==> config.mk <==
export PLATFORM = sky130hd
export DESIGN_NAME = serial_adder_flat
export DESIGN_NICKNAME = d
export VERILOG_FILES = /design/src/rtl/serial_adder_pkg.sv /design/src/rtl/serial_adder_if.sv /design/src/rtl/serial_adder_fa.sv /design/src/rtl/serial_adder.sv /design/src/flat_wrapper.sv
export SDC_FILE = /design/constraint.sdc
export NUM_CORES = 1
export LEC_CHECK = 0
export ABC_CLOCK_PERIOD_IN_PS = 1600
export CAP_MARGIN = 20
export CORE_MARGIN = 2
export CORE_UTILIZATION = 50
export DETAILED_ROUTE_END_ITERATION = 16
export PLACE_DENSITY = 0.78
export SLEW_MARGIN = 20
export SYNTH_ARGS = -nofsm -noshare
export SYNTH_HDL_FRONTEND = slang
export SYNTH_SLANG_ARGS = --single-unit
export TNS_END_PERCENT = 100
==> constraint.sdc <==
create_clock -name clk -period 1.6 [get_ports clk]
set_clock_uncertainty 0.05 [all_clocks]
set_input_delay 0.16 -clock clk [delete_from_list [all_inputs] [get_ports clk]]
set_output_delay 0.16 -clock clk [all_outputs]
set_load 0.005 [all_outputs]
==> src/rtl/serial_adder_pkg.sv <==
// serial_adder_pkg: shared state encoding for the bit-serial adder
package serial_adder_pkg;
    // Encoding 2'd3 is unused; the FSM treats it as IDLE.
    typedef enum logic [1:0] {
        IDLE  = 2'd0,
        SHIFT = 2'd1,
        DONE  = 2'd2
    } state_e;
endpackage

==> src/rtl/serial_adder_if.sv <==
// serial_adder_if: start/done handshake and operand/result bus of serial_adder
// master drives start, a, b, cin; slave drives busy, done, sum, cout
interface serial_adder_if #(parameter int WIDTH = 8);
    logic             start;
    logic [WIDTH-1:0] a;
    logic [WIDTH-1:0] b;
    logic             cin;
    logic             busy;
    logic             done;
    logic [WIDTH-1:0] sum;
    logic             cout;
    modport master (output start, a, b, cin, input busy, done, sum, cout);
    modport slave  (input start, a, b, cin, output busy, done, sum, cout);
endinterface

==> src/rtl/serial_adder_fa.sv <==
// serial_adder_fa: half_adder cell and the full_adder built from two of them
// half_adder: a, b in; sum, carry out
// full_adder: a, b, cin in; sum, cout out
module half_adder (
    input  logic a,
    input  logic b,
    output logic sum,
    output logic carry
);
    assign sum   = a ^ b;
    assign carry = a & b;
endmodule

module full_adder (
    input  logic a,
    input  logic b,
    input  logic cin,
    output logic sum,
    output logic cout
);
    logic s0, c0, c1;
    half_adder u_ha0 (.a(a),  .b(b),   .sum(s0),  .carry(c0));
    half_adder u_ha1 (.a(s0), .b(cin), .sum(sum), .carry(c1));
    assign cout = c0 | c1;
endmodule

==> src/rtl/serial_adder.sv <==
// serial_adder: bit-serial adder, one operand bit pair per clock, LSB first
// clk, rst (sync, active-high); sa_if slave: start/a/b/cin in, busy/done/sum/cout out
module serial_adder
    import serial_adder_pkg::*;
#(
    parameter int WIDTH = 8
) (
    input  logic            clk,
    input  logic            rst,
    serial_adder_if.slave   sa_if
);
    localparam int CW = $clog2(WIDTH + 1);

    state_e           state_q;
    logic [WIDTH-1:0] a_q, b_q, acc_q, sum_q;
    logic [CW-1:0]    cnt_q;
    logic             carry_q, cout_q, busy_q, done_q;
    logic             s_bit, c_bit, accept;
    logic [WIDTH-1:0] acc_d;

    full_adder u_fa (.a(a_q[0]), .b(b_q[0]), .cin(carry_q), .sum(s_bit), .cout(c_bit));

    // new sum bit enters at the MSB so the LSB-first stream lands in place after WIDTH shifts
    assign acc_d  = WIDTH'({s_bit, acc_q} >> 1);
    assign accept = sa_if.start && (state_q == IDLE || state_q == DONE);

    always_ff @(posedge clk) begin
        if (rst) begin
            state_q <= IDLE;
            a_q     <= '0;
            b_q     <= '0;
            acc_q   <= '0;
            sum_q   <= '0;
            cnt_q   <= '0;
            carry_q <= 1'b0;
            cout_q  <= 1'b0;
            busy_q  <= 1'b0;
            done_q  <= 1'b0;
        end else begin
            done_q <= 1'b0;
            if (state_q == SHIFT) begin
                a_q     <= a_q >> 1;
                b_q     <= b_q >> 1;
                carry_q <= c_bit;
                acc_q   <= acc_d;
                cnt_q   <= cnt_q + CW'(1);
                if (cnt_q == CW'(WIDTH - 1)) begin
                    state_q <= DONE;
                    busy_q  <= 1'b0;
                    done_q  <= 1'b1;
                    sum_q   <= acc_d;
                    cout_q  <= c_bit;
                end
            end else if (accept) begin
                a_q     <= sa_if.a;
                b_q     <= sa_if.b;
                carry_q <= sa_if.cin;
                cnt_q   <= '0;
                state_q <= SHIFT;
                busy_q  <= 1'b1;
            end else begin
                state_q <= IDLE;
                busy_q  <= 1'b0;
            end
        end
    end

    assign sa_if.busy = busy_q;
    assign sa_if.done = done_q;
    assign sa_if.sum  = sum_q;
    assign sa_if.cout = cout_q;
endmodule

==> src/flat_wrapper.sv <==
// flat-port wrapper written by rule: the top's interface ports become plain ports
module serial_adder_flat import serial_adder_pkg::*;
#(
    parameter int WIDTH = 8
)
  (clk, rst, sa_if_start, sa_if_a, sa_if_b, sa_if_cin, sa_if_busy, sa_if_done, sa_if_sum, sa_if_cout);
  serial_adder_if #(.WIDTH(WIDTH)) sa_if_i ();
  input  logic clk;
  input  logic rst;
  input wire logic [$bits(sa_if_i.start)-1:0] sa_if_start;
  input wire logic [$bits(sa_if_i.a)-1:0] sa_if_a;
  input wire logic [$bits(sa_if_i.b)-1:0] sa_if_b;
  input wire logic [$bits(sa_if_i.cin)-1:0] sa_if_cin;
  output wire logic [$bits(sa_if_i.busy)-1:0] sa_if_busy;
  output wire logic [$bits(sa_if_i.done)-1:0] sa_if_done;
  output wire logic [$bits(sa_if_i.sum)-1:0] sa_if_sum;
  output wire logic [$bits(sa_if_i.cout)-1:0] sa_if_cout;
  assign sa_if_i.start = sa_if_start;
  assign sa_if_i.a = sa_if_a;
  assign sa_if_i.b = sa_if_b;
  assign sa_if_i.cin = sa_if_cin;
  assign sa_if_busy = sa_if_i.busy;
  assign sa_if_done = sa_if_i.done;
  assign sa_if_sum = sa_if_i.sum;
  assign sa_if_cout = sa_if_i.cout;
  serial_adder #(.WIDTH(WIDTH)) u_core (.clk(clk), .rst(rst), .sa_if(sa_if_i));
endmodule
# Yosys cells after proc, flatten, opt, wreduce, memory -nomap -nowiden
# Cells that the tools add are included.
word_totals:
  register_bits: 42
  in_bits: 20
  elab_cells: 45
op_classes:
  muxes: 15
  n_bitwise: 6
  n_reduce_logical: 7
  add_sub_neg: 1
  eq_ne: 4
op_table:
  columns: ["operator", "n"]
  rows:
  - ["7-bit two-way mux", 4]
  - ["4-bit two-way mux", 2]
  - ["1-bit two-way mux", 7]
  - ["4-bit by 1-bit adder with 4-bit output, second input constant", 1]
  - ["4-bit by 3-bit equality test with 1-bit output, second input constant", 1]
  - ["2-bit two-way mux", 2]
  - ["2-bit OR reduction", 2]
  - ["1-bit AND", 2]
  - ["2-bit by 1-bit equality test with 1-bit output, second input constant", 1]
  - ["2-bit equality test, second input constant", 1]
  - ["2-bit logical NOT", 1]
  - ["2-bit inequality test, second input constant", 1]
  - ["2-bit AND reduction", 1]
  - ["2-bit nonzero test", 1]
  - ["1-bit bitwise XOR", 2]
  - ["1-bit logical AND", 1]
  - ["1-bit logical OR", 1]
  - ["1-bit NOT", 1]
  - ["1-bit bitwise OR", 1]

# Depth between registers and ports, before layout
# Gate-level depths: netlist of the first run.
depth:
  depth_word: 5
  mapped_depth: 5
  ltp_nobuf: 4

# Modules after synthesis
# Synthesis of the first run repeated with hierarchy kept, for this count alone.
unflattened:
  cells_unflattened: 159
  area_unflattened_um2: 1564.0
modules_own_cells:
  columns: ["module", "area_per_inst_um2", "n_inst", "seq_area_each_um2", "cells_each"]
  rows:
  - ["serial_adder", 1532.7, 1, 800.8, 156]
  - ["half_adder", 12.5, 2, 0.0, 1]
  - ["full_adder", 6.3, 1, 0.0, 1]

# Least setup slack after synthesis of the first run
# Ideal clock, no wire load.
synth_timing:
  path_kind: "reg2reg"
  start: "register u_core.cnt_q[0]"
  end: "register u_core.cout_q, in the netlist u_core.sa_if.cout"
  path_buffers: 1
  stages_incl_launch_ff: 6
  path_slack_ns: 0.195
  arrival_time_ns: 1.238
  setup_ns: 0.117
  path_cell_list: "dfxtp_1 > ha_1 > nor3b_1 > and3_1 > buf_4 > a22o_1"
synth_via:
  elab_chain_cells: 2
synth_lines:
  columns: ["item", "line_no", "rtl"]
  rows:
  - ["start: declaration", "serial_adder.sv:16", "logic [CW-1:0] cnt_q;"]
  - ["start signal: assignment", "serial_adder.sv:46", "cnt_q <= cnt_q + CW'(1);"]
  - ["4-bit by 3-bit equality test with 1-bit output", "serial_adder.sv:47", "if (cnt_q == CW'(WIDTH - 1)) begin"]
  - ["2-bit AND reduction (no source line)", null, null]
  - ["end signal: assignment", "serial_adder.sv:52", "cout_q <= c_bit;"]
  - ["end: declaration", "serial_adder.sv:17", "logic carry_q, cout_q, busy_q, done_q;"]
# No other way between the ends.
# A chain may end at the register's enable or synchronous reset.

==> results.md, run 1 <==
- Status: finished, final reports clean
- Worst hold slack: 0.383 ns
- Primary FF master, synth: dfxtp_1
- CP required: 1.39 ns
- Layout net count: 214
- Setup TNS Final: 0 ns
- Top cells by area, synth: dfxtp_1, a21oi_1, a22oi_1
- Startpoint types: register
- Mean Syn Cell Area: 9.73 µm²
- Ant diodes: 0
- CP startpoint: u_core.state_q[0]$_SDFFE_PP0P_
- Drt first pass iters: 4
- VDD IR-drop max: 0.616 mV
- Clk sinks: 40
- Endpoint class of the critical path: output port
- Clock buffer depth: 2
- CTS tree: yes
- Post-synthesis adder-cell area fraction: 0.0210
- Cell family with most CP delay: buffers and inverters
- Number of global-route vias before repair: 1200
- DP HPWL: 2340 µm
- Cell with the most instances after synthesis: dfxtp_1
- Crit path buf inv count: 1
- Setup Fix Bufs, Post-CTS: 0
- # rows: 20
- Global-route wire length before repair: 5450 µm
- Largest family of logic cells by synthesized area: compound AO/OA/AOI/OAI gates
- Critical path type: reg -> out
- Die W: 59.6 µm
- Final setup vio count: 0
- Fmax: 675 MHz
- Unrepaired setup endpoints after global routing: no
- Yosys top cell area share: 0.517
- Core area: 3000 µm²
- Worst-path clk slew: 0.12 ns
- Post-Route WL: 3290 µm
- Gate Count Post-Synth: 159
- Yosys cell types: 26
- Drc violations: 0
- Grt ovf: 0
- Antenna violations before repair: 0
- Hold Crit Class: in -> reg
- Synth Area in Compound Gates: 0.228
- Fin crit share: 0.926
- DRT iter0 DRCs: 56
- Via density: 5.64
- CTS root buf: clkbuf_4
- Cell Chain, Critical Path: clkdlybuf4s50_1
- Register area share after synthesis: 0.517
- Post-synthesis net count: 181
- Fin crit period: 1.48 ns
- Routability Congestion: 0.722
- Post-synth EDFFs: 0
- Port bufs: 30
- Synth top cells by count: dfxtp_1, a21oi_1, nand3_1, nand2_1, a22oi_1
- # fillers: 249
- Hold path start: sa_if_b[7]
- Final Hold Fails: 0
- Flops & latches, synth: 40
- Area of the die: 3560 µm²
- Die Y: 59.6 µm
- Cts hold-fix bufs: 0
- Crit path max-delay cell type: clkdlybuf4s50_1
- Vias: 1275
- Simple-Gate Fraction of Synth Area: 0.158
- CTS Buf Count: 5
- Tightest Pin Transition: 0.396 ns
- Post-synthesis xor/xnor area fraction: 0
- Arr. time, crit path: 1.27 ns
- Syn. warnings: 0
- CTS HTree Levels: 2
- Pwr per Cell Area: 1010 nW/µm²
- Final Slew Violations: 0
- Mux share of post-synthesis cell area: 0.0226
- Lkg Pwr: 0.000730 µW
- Effective utilization at floorplan: 0.515
- Cts repair resizes: 0
- Total global-route track usage: 0.212
- Post-synthesis async set-or-reset flop share: 0
- Reg2reg start: u_core.cnt_q[0]$_SDFFE_PP0P_
- Synth Cell Area: 1550 µm²
- Worst Path Max Fanout: 5
- Antenna Violating Nets Remaining: 0
- Yosys top cell by area: dfxtp_1
- Max_slew headroom: 0.736
- IO Count: 31
- Largest net degree at the start of global routing: 20
- Crit path largest cell delay: 0.52 ns
- MaxCap Viol Count: 0
- Layout area overhead: 28.0%
- Wire per inst: 14.5 µm
- Share of cells above drive strength 1: 0.119
- Clk_lat worst skew: 0.36 ns
-- layout make-up --
cell class / instances / area (µm²) / area share
Clock inverter: 2 / 38.8 / 0.0196
Clock buffer: 6 / 51.3 / 0.0259
Timing Repair Buffer: 40 / 375 / 0.190
Multi-Input combinational cell: 104 / 669 / 0.338
Inverter: 1 / 3.75 / 0.00190
Sequential cell: 40 / 801 / 0.404
Tap cell: 33 / 41.3 / 0.0208
-- per-stage QoR --
step | std cells | total power [µW] | util | worst slack (ns) | area (µm²)
2_1_floorplan | 159 | 1210 | - | 0.195 | 1550
3_3_place_gp | 218 | 1300 | 0.628 | 0.117 | 1890
3_5_place_dp | 218 | 1310 | 0.628 | 0.0585 | 1890
4_1_cts | 226 | 2010 | 0.658 | 0.0373 | 1980
5_1_grt | 226 | 2090 | 0.660 | 0.0460 | 1980
6_report | 226 | 2000 | 0.660 | 0.119 | 1980
-- registers in the layout (all words and copies together) (netlist names) --
| name | flops |
|---|---|
| u_core.acc_q | 7 |
| u_core.sa_if.sum | 8 |
| u_core.cnt_q | 4 |
| u_core.carry_q | 1 |
| u_core.sa_if.cout | 1 |
| u_core.sa_if.done | 1 |
| u_core.a_q | 8 |
| u_core.state_q | 2 |
| u_core.b_q | 8 |
-- power by group --
group / internal (µW) / switching [µW] / total [µW]
clock network: 374 / 338 / 713
registers: 1030 / 23.7 / 1060
logic: 112 / 116 / 229
-- cell families after synthesis --
logic type | after synthesis
adder cells (fa/ha/maj) | 2
AO/OA/AOI/OAI | 51
flip-flops | 40
multiplexers | 3
buffers and inverters | 15
AND/OR/NAND/NOR | 48
-- path summary, 6_finish.rpt --
kind | end | slack (ns) | cells after the start
max | sa_if_busy | 0.12 | 1
min | u_core.b_q[7]$_SDFFE_PP0P_ | 0.38 | 3
max reg2reg | u_core.sa_if.sum[3]$_SDFFE_PP0P_ | 0.17 | 4
min reg2reg | u_core.acc_q[1]$_SDFFE_PP0P_ | 0.42 | 2
-- layout by cell type, fill, tap and decap left out --
cell type and n:
buf_4 10, clkbuf_4 5, a21oi_1 25, clkdlybuf4s50_1 30
a311oi_1 1, a22oi_1 15, mux2_4 1, and3_4 1
a41oi_4 1, nand4_2 1, dfxtp_1 40, nor3b_1 1
and2_1 1, inv_1 1, and2b_4 1, mux2i_1 2
bufinv_16 1, clkinv_4 1, fa_1 1, nand2_1 16
ha_1 1, nor2b_1 1, nand3_1 17, clkbuf_8 1
a22o_1 9, nor2_1 1, and3_1 1, nor3_1 3
nand2b_1 4
-- per-layer routing --
metal | track usage | part of all wire | up-vias
li1 | - | - | 644
met4 | 0.102 | 0.020 | 0
met3 | 0.0742 | 0.048 | 8
met5 | 0 | 0 | -
met1 | 0.256 | 0.43 | 592
met2 | 0.338 | 0.50 | 31
No activity file was read; power rests on OpenSTA's default activity.
==> inputs of run 2 (changes only) <==
--- a/config.mk
+++ b/config.mk
@@ -10,8 +10,8 @@
 export CORE_MARGIN = 2
 export CORE_UTILIZATION = 50
 export DETAILED_ROUTE_END_ITERATION = 16
+export HOLD_SLACK_MARGIN = 0.08
 export PLACE_DENSITY = 0.78
-export SLEW_MARGIN = 20
 export SYNTH_ARGS = -nofsm -noshare
 export SYNTH_HDL_FRONTEND = slang
 export SYNTH_SLANG_ARGS = --single-unit
==> results of run 2 <==
Final layout, timing and power as in run 1 (identical DEF).
==> RTL change: new RTL, config.mk and constraints of run 1 <==
`WIDTH` is set to 8 in 3 places; all go to 4.
--- a/src/rtl/serial_adder_if.sv
+++ b/src/rtl/serial_adder_if.sv
@@ -1,6 +1,6 @@
 // serial_adder_if: start/done handshake and operand/result bus of serial_adder
 // master drives start, a, b, cin; slave drives busy, done, sum, cout
-interface serial_adder_if #(parameter int WIDTH = 8);
+interface serial_adder_if #(parameter int WIDTH = 4);
     logic             start;
     logic [WIDTH-1:0] a;
     logic [WIDTH-1:0] b;
--- a/src/rtl/serial_adder.sv
+++ b/src/rtl/serial_adder.sv
@@ -3,7 +3,7 @@
 module serial_adder
     import serial_adder_pkg::*;
 #(
-    parameter int WIDTH = 8
+    parameter int WIDTH = 4
 ) (
     input  logic            clk,
     input  logic            rst,
--- a/src/flat_wrapper.sv
+++ b/src/flat_wrapper.sv
@@ -1,7 +1,7 @@
 // flat-port wrapper written by rule: the top's interface ports become plain ports
 module serial_adder_flat import serial_adder_pkg::*;
 #(
-    parameter int WIDTH = 8
+    parameter int WIDTH = 4
 )
   (clk, rst, sa_if_start, sa_if_a, sa_if_b, sa_if_cin, sa_if_busy, sa_if_done, sa_if_sum, sa_if_cout);
   serial_adder_if #(.WIDTH(WIDTH)) sa_if_i ();
Ports: changed (resized sa_if_a, sa_if_b and sa_if_sum); port bits go from 31 to 19. No check against the original RTL was run, so the function may have changed too.
==> RTL change against run 1 <==
  * Count of clock-buffer cells in the layout shrank 3
  * Synthesized area shrank 40%
  * Power shrank 49%
  * Design area shrank 41%
  * Sequential cell count shrank 17
  * Clock power shrank 63%
  * Global-route usage shrank 4.1 points
  * Wire length shrank 49%
  * Setup slack gained 0.029 ns
  * Via count shrank 40%
  * First-iteration DRC count shrank 82%
  * Register-to-register slack gained 0.07 ns
  * Core utilization grew 1.5 points
  * Critical path type unchanged
  * Largest cell class unchanged
  * Highest routed layer unchanged
==> RTL change: results (changes against run 1) <==
metric;value;unit;change
largest net degree at the start of global routing;14;;-30%
syn nets;115;;-36%
Post-synth top cells;dfxtp_1, a21oi_1, nand3_1;;
Final Wtd Congestion;0.752;;+4.1%
hold path depth;2;;-1
vias in the first global route;644;;-46%
status;complete, no violations;;
delay of the slowest critical-path stage;0.53;ns;
Warnings, synthesis;0;;unchanged
first-pass GRT wire length;2740;um;-50%
part of the Yosys area used for sequential elements;49.7;%;-2.1 points
Final Max Slew Viols;0;;unchanged
worst-skew pair later-pin latency;0.30;ns;-0.06 ns
async set or reset register ratio after synthesis;0;%;unchanged
Worst EP arrival;1.24;ns;-0.03 ns
Slew @ Worst Pin;0.407;ns;+0.0112 ns
IO buf count;18;;-40%
DP Area;0.00114;mm^2;-40%
H-tree depth;1;;-1
post-layout instance area;0.00116;mm^2;-41%
1st-pass router iterations;3;;-1
DP HPWL;1220;um;-48%
share of layout cells above drive strength 1;8.33;%;-3.6 points
DRT Wirelength;1680;um;-49%
Leak;0.000423;uW;-42%
fin nets;136;;-36%
Hold Path Class;flop to flop;;
crit-path max FO;6;;+1
hold_sp;u_core.sa_if.sum[3];;
1st-iter DRT viols;10;;-82%
Total Routing Usage GR;17.2;%;-4.1 points
vias;768;;-40%
Netlist cell types;23;;-12%
VDD IR max;0.574;mV;-6.9%
Synth area leaders;dfxtp_1, a21oi_1, nand3_1;;
Num CTS Buffers;3;;-2
## RTL change: cell types whose count changed in the layout (fill, tap and decap cells not counted), sizes merged, moves of 4 or more
cell           delta
nand2             -4
a22oi             -8
dfxtp            -17
a21oi             -8
a22o              -9
buf               -5
clkdlybuf4s50    -12
## RTL change: per-layer routing
layer / part of all wire [%] / vias to the layer above / wire, um / GRT usage (%)
met4: 0.89 / 0 / 15 / 6.67
met3: 4.0 / 2 / 67 / 3.85
met1: 46 / 356 / 780 / 22.0
met5: 0 / - / 0 / 0
li1: - / 392 / - / -
met2: 49 / 18 / 819 / 28.2
## RTL change: path summary, 6_finish.rpt
check	endpoint	slack (ns)
max	sa_if_busy	0.15
min	u_core.sa_if.sum[3]	0.41
max reg2reg	u_core.cnt_q[2]	0.24
min reg2reg	u_core.sa_if.sum[3]	0.41
## RTL change: per-stage QoR
stage | hold slack [ns] | worst slack (ns) | std cells | util [%]
after global placement | 0.392 | 0.144 | 141 | 65.9
after floorplan | 0.189 | 0.318 | 100 | -
after CTS | 0.416 | 0.144 | 145 | 67.5
after global routing | 0.426 | 0.0756 | 145 | 67.5
after detailed placement | 0.398 | 0.115 | 141 | 65.9
final | 0.413 | 0.148 | 145 | 67.5
## RTL change: cell type report
| cell class | instances | area (um^2) |
|---|---|---|
| well taps | 25 | 31.3 |
| multi-input cells | 69 | 412 |
| inverters | 1 | 3.75 |
| flip-flops and latches | 23 | 460 |
| repair buffers | 23 | 230 |
| fillers | 151 | 562 |
| clock buffers | 3 | 22.5 |
| clock inverters | 1 | 5.00 |
## RTL change: where the power goes
group          internal [uW]  leakage, uW  switching (uW)  total (uW)
combinational           70.7     0.000218            68.4         139
clock                   93.1    0.0000177             169         262
sequential               595     0.000187            14.7         610
total                    759     0.000423             252        1010
## RTL change: cell families after synthesis
group	share of synthesized area (%)
compound gates	17.4
fa+ha+maj	4.86
buf+inv	5.94
flops	49.7
mux	2.16
simple gates	20.0
## RTL change: worst register-to-register path, stage by stage (launching register included)
cell,delay [ns]
dfxtp_1,0.35
ha_1,0.20
ha_1,0.26
or3_1,0.36
o41ai_2,0.06
